===== config.mk =====
export PLATFORM = sky130hd
export DESIGN_NAME = data_memory_responder
export DESIGN_NICKNAME = d
export VERILOG_FILES = /design/src/rtl/data_memory_responder.sv
export SDC_FILE = /design/constraint.sdc
export NUM_CORES = 2
export LEC_CHECK = 0
export ABC_AREA = 1
export CAP_MARGIN = 30
export CORE_UTILIZATION = 44
export DETAILED_ROUTE_END_ITERATION = 6
export PLACE_DENSITY_LB_ADDON = 0.12
export SETUP_SLACK_MARGIN = 0.5
export SLEW_MARGIN = 25
export SYNTH_ARGS = -nofsm -noshare
export SYNTH_HDL_FRONTEND = slang
export SYNTH_SLANG_ARGS = --single-unit

===== constraint.sdc =====
create_clock -name clk -period 8.05 [get_ports clk]
set_input_delay 2.415 -clock clk [delete_from_list [all_inputs] [get_ports clk]]
set_output_delay 2.415 -clock clk [all_outputs]
set_load 0.01 [all_outputs]

===== src/rtl/data_memory_responder.sv =====
// Word-indexed data memory with a programmable response delay and a one-request-at-a-time handshake.
// Optional out-of-range checking on Address[31:AW] is enabled by defining DMEM_RANGE_CHECK_EN.
module data_memory_responder #(
  parameter int DEPTH   = 64,
  parameter int AW      = 6,
  parameter int LATENCY = 2
) (
  input  logic        clk,
  input  logic        rst_n,
  input  logic        Req,
  input  logic [31:0] Address,
  input  logic        r_wbar,
  input  logic [31:0] WriteData,
  output logic        Ready,
  output logic        RespValid,
  output logic [31:0] ReadData,
  output logic        Error
);

  localparam logic [3:0] WAIT_INIT = (LATENCY == 0) ? 4'd0 : 4'(LATENCY - 1);

  typedef enum logic [1:0] {
    S_IDLE = 2'd0,
    S_WAIT = 2'd1,
    S_RESP = 2'd2
  } state_t;

  state_t        state_q, state_d;
  logic [3:0]    cnt_q, cnt_d;
  logic [AW-1:0] idx_q, idx_d;
  logic          rd_q, rd_d;
  logic [31:0]   wdata_q, wdata_d;
  logic          oob_q, oob_d;
  logic [31:0]   rdata_q, rdata_d;
  logic [31:0]   mem_q [DEPTH];
  logic          mem_we;
  logic          req_oob;

`ifdef DMEM_RANGE_CHECK_EN
  assign req_oob = |Address[31:AW];
`else
  logic addr_hi_unused;
  assign addr_hi_unused = |Address[31:AW];
  assign req_oob        = 1'b0;
`endif

  always_comb begin
    state_d = state_q;
    cnt_d   = cnt_q;
    idx_d   = idx_q;
    rd_d    = rd_q;
    wdata_d = wdata_q;
    oob_d   = oob_q;
    rdata_d = rdata_q;
    mem_we  = 1'b0;
    unique case (state_q)
      S_IDLE: begin
        if (Req) begin
          idx_d   = Address[AW-1:0];
          rd_d    = r_wbar;
          wdata_d = WriteData;
          oob_d   = req_oob;
          cnt_d   = WAIT_INIT;
          state_d = (LATENCY == 0) ? S_RESP : S_WAIT;
        end
      end
      S_WAIT: begin
        if (cnt_q == 4'd0) state_d = S_RESP;
        else               cnt_d   = cnt_q - 4'd1;
      end
      S_RESP: begin
        state_d = S_IDLE;
        mem_we  = ~rd_q & ~oob_q;
      end
      default: state_d = S_IDLE;
    endcase
    // Response data is latched on entry to RESP so it holds afterwards.
    if (state_d == S_RESP) begin
      if (oob_d)     rdata_d = 32'hDEADBEEF;
      else if (rd_d) rdata_d = mem_q[idx_d];
      else           rdata_d = wdata_d;
    end
  end

  always_ff @(posedge clk) begin
    if (!rst_n) begin
      state_q <= S_IDLE;
      cnt_q   <= '0;
      idx_q   <= '0;
      rd_q    <= 1'b0;
      wdata_q <= '0;
      oob_q   <= 1'b0;
      rdata_q <= '0;
    end else begin
      state_q <= state_d;
      cnt_q   <= cnt_d;
      idx_q   <= idx_d;
      rd_q    <= rd_d;
      wdata_q <= wdata_d;
      oob_q   <= oob_d;
      rdata_q <= rdata_d;
    end
  end

  always_ff @(posedge clk) begin
    if (!rst_n) begin
      for (int i = 0; i < DEPTH; i++) mem_q[i] <= '0;
    end else if (mem_we) begin
      mem_q[idx_q] <= wdata_q;
    end
  end

  // A reset landing on the RESP cycle suppresses the strobe as well.
  assign Ready     = (state_q == S_IDLE);
  assign RespValid = (state_q == S_RESP) & rst_n;
  assign Error     = RespValid & oob_q;
  assign ReadData  = rdata_q;

endmodule


==> impl_metrics.py <==
metrics = {
    "logic_synthesis": {
        "synth-seq-cells": 2126,
        "synth_most_common_cell": "nand2_1",
        "seq_area_frac_synth_pct": 66.3,
        "syn_area_um2": 95100,
        "synthCells": 9698,
        "synthFlopType": "edfxtp_1",
        "synth_top_area_share_pct": 64.7,
        "synth_edf_count": 2048,
        "avgSynthCellArea_um2": 9.80,
        "yosys.area.top_type": "edfxtp_1",
        "ys_types": 31,
        "yosys_warnings": 0,
        "synth_common_cells": "nand2_1 (2305), nor2_1 (2155), edfxtp_1 (2048), nand3_1 (1925), clkbuf_1 (453)",
        "synth.area.top_cells": "edfxtp_1 (65%), nand3_1 (10%), nand2_1 (9.1%)",
        "synthesis.nets": 9768,
        "async_reset_ff_share_pct": 0,
    },
    "placed_design": {
        "dp.final_hpwl_um": 185000,
        "gp_congestion": 0.921,
        "dp_slack_ps": 1400,
        "port_buffers": 76,
        "dpl_cell_area_um2": 98500,
    },
    "layout": {
        "layout-drive-gt1-share_pct": 7.07,
        "fill_cells": 19500,
        "synthToLayoutAreaGrowth_pct": 11.2,
        "fin_nets": 9485,
        "final_area_um2": 106000,
    },
    "routing": {
        "num_vias": 71400,
        "drtIter0Drc": 8744,
        "vias_per_cell": 5.73,
        "drc_errors": 0,
        "drtAntennaViolNets": 0,
        "drt_pass1_iterations": 7,
        "post_drt_wl_per_cell_um": 25.8,
        "wl_um": 321000,
    },
    "global_routing": {
        "grt_pass1_wl_um": 462000,
        "antenna_found_initial": 4,
        "grt_pass1_vias": 65500,
        "grt_max_degree": 132,
        "grt_overflow": 0,
        "grtUsageTotal_pct": 29.1,
    },
    "clocking": {
        "clock_sinks": 2126,
        "clock_path_buffers": 3,
        "htree_levels": 4,
        "numCtsBuffers": 225,
        "cts_setup_buffers": 0,
        "cts_root_buf": "clkbuf_16",
        "clk_pin_slew_worst_paths_ps": 60,
        "cts_tree": "built",
        "post_cts_resized": 0,
        "clk_latency_ps": 910,
        "cts_hold_buf": 0,
    },
    "worst_setup_path": {
        "crit_buf_inv": 4,
        "critical_path_required_ps": 5640,
        "cp-startpoint": "rst_n",
        "arrival_ps": 3620,
        "cpMostUsedCell": "inv_2",
        "critical_path_class": "in -> out",
        "cpMaxStageDelayCell": "clkdlybuf4s50_1",
        "endpoint_kind": "output pin",
        "critPathCapture": "Error",
        "cp.depth": 6,
        "critPathMaxFanout": 2,
        "rrSetupSlack_ps": 3570,
        "worstSetupStartpointType": "input pin",
        "reg2reg_depth": 9,
        "r2r_end": "ReadData[10]$_SDFFE_PN0N_",
        "r2r_start": "state_q[0]$_SDFF_PN0_",
        "crit_path_cell_trace": "buf_4 > inv_2 > nor3_2 > inv_2 > nor2_1 > clkdlybuf4s50_1",
        "path_delay_family": "buffers and inverters",
        "cpPeakStageDelay_ps": 560,
    },
    "status": {
        "outcome": "completed",
    },
    "timing": {
        "timing.hold.ws_ps": 475,
        "hold_viol": 0,
        "rsz0062_at_grt": "no",
        "post-route-worst-setup-slack_ps": 2020,
        "slew_viol_final": 0,
        "finalSetupViolations": 0,
        "min_period_ps": 6030,
        "slew_headroom_pct": 27.4,
        "tightestPinTransition_ps": 1090,
        "fin_tns_setup_ps": 0,
        "finClkSkew_ps": 61.1,
        "max_freq_ghz": 0.166,
        "final.period_utilization_pct": 74.9,
    },
    "pwr": {
        "power.leakage_uw": 0.0380,
        "power_density_nw_per_um2": 259,
        "p_total_uw": 27400,
        "ir_drop_mv": 0.253,
    },
    "die": {
        "rows": 170,
        "initial_core_util_pct": 44.3,
        "die_width_um": 467,
        "core_area_um2": 215000,
        "die_h_um": 467,
        "dieArea_um2": 218000,
        "ios": 103,
    },
    "hold_path": {
        "hold_class": "reg -> reg",
    },
    "run": {
        "cap_violations": 0,
    },
}
report_power, final:
part,internal (uW),total [uW],switching [uW]
Sequential,12500,12600,123
Clock,5710,10200,4450
Combinational,1060,4660,3600
Total,19300,27400,8170
per-layer routing:
metal	up-vias	part of all wire (%)	GRT usage [%]
li1	32100	-	-
met1	35400	41	41.4
met2	3349	44	43.5
met3	512	9.7	5.61
met4	4	4.3	12.3
met5	-	0.0059	0
registers in the layout, indices dropped and copies added (netlist names):
signal	cells
ReadData	32
cnt_q	4
idx_q	6
mem_q	2048
oob_q	1
rd_q	1
state_q	2
wdata_q	32
tightest hold or removal path, stage by stage (launching register included):
cell	delay, ps
dfxtp_1	310
nand2_1	60
a21oi_1	50
through the flow:
step	util, %	instances
finish	49.3	12400
global route	49.3	12400
CTS	49.2	12400
detailed placement	45.9	12000
global placement	45.8	12000
floorplan	-	9698
cell type report:
cell class,instances,area [um2],share of cell area (%)
antenna,5,12.5,0.0118
clock buffer,301,6050,5.72
clock inverter,114,1060,0.999
inverter,86,368,0.348
multi-input combinational,6590,27800,26.3
sequential,2126,63100,59.7
tap,2838,3550,3.36
timing repair buffer,386,3830,3.62
cell usage in the layout (no fill, tap or decap), drive strengths merged:
master / synthesis / routed
a21o: 14 / 14
a21oi: 44 / 44
buf: 443 / 311
bufinv: 0 / 14
clkbuf: 453 / 301
clkdlybuf4s50: 0 / 75
clkinv: 3 / 119
clkinvlp: 0 / 5
dfxtp: 78 / 78
diode: 0 / 5
edfxtp: 2048 / 2048
ha: 2 / 2
inv: 83 / 62
nand2: 2311 / 2311
nand3: 1927 / 1927
nor2: 2158 / 2158
nor3: 17 / 17
nor4: 2 / 2
o211ai: 38 / 38
o21ai: 75 / 75
or2: 2 / 2
worst min-delay path by stage:
stage | endpoint | start | cells past startpoint
4_1_cts | ReadData[4]$_SDFFE_PN0N_ | ReadData[4]$_SDFFE_PN0N_ | 2
5_1_grt | ReadData[4]$_SDFFE_PN0N_ | ReadData[4]$_SDFFE_PN0N_ | 2
2_1_floorplan | cnt_q[1]$_SDFFE_PN0P_ | cnt_q[1]$_SDFFE_PN0P_ | 2
3_3_place_gp | ReadData[17]$_SDFFE_PN0N_ | ReadData[17]$_SDFFE_PN0N_ | 2
6_report | ReadData[4]$_SDFFE_PN0N_ | ReadData[4]$_SDFFE_PN0N_ | 2
3_5_place_dp | ReadData[4]$_SDFFE_PN0N_ | ReadData[4]$_SDFFE_PN0N_ | 2
kinds of logic (layout without fill, tap and decap cells):
kind of cell / after synthesis / in the layout / synth area share (%)
AOI/OAI and AO/OA: 171 / 171 / 1.06
adders and majority gates: 2 / 2 / 0.0263
buffers and inverters: 982 / 887 / 4.52
DFF: 2126 / 2126 / 66.3
other: 0 / 5 / 0
and+or+nand+nor: 6417 / 6417 / 28.1
No activity file was read; power rests on OpenSTA's default activity.
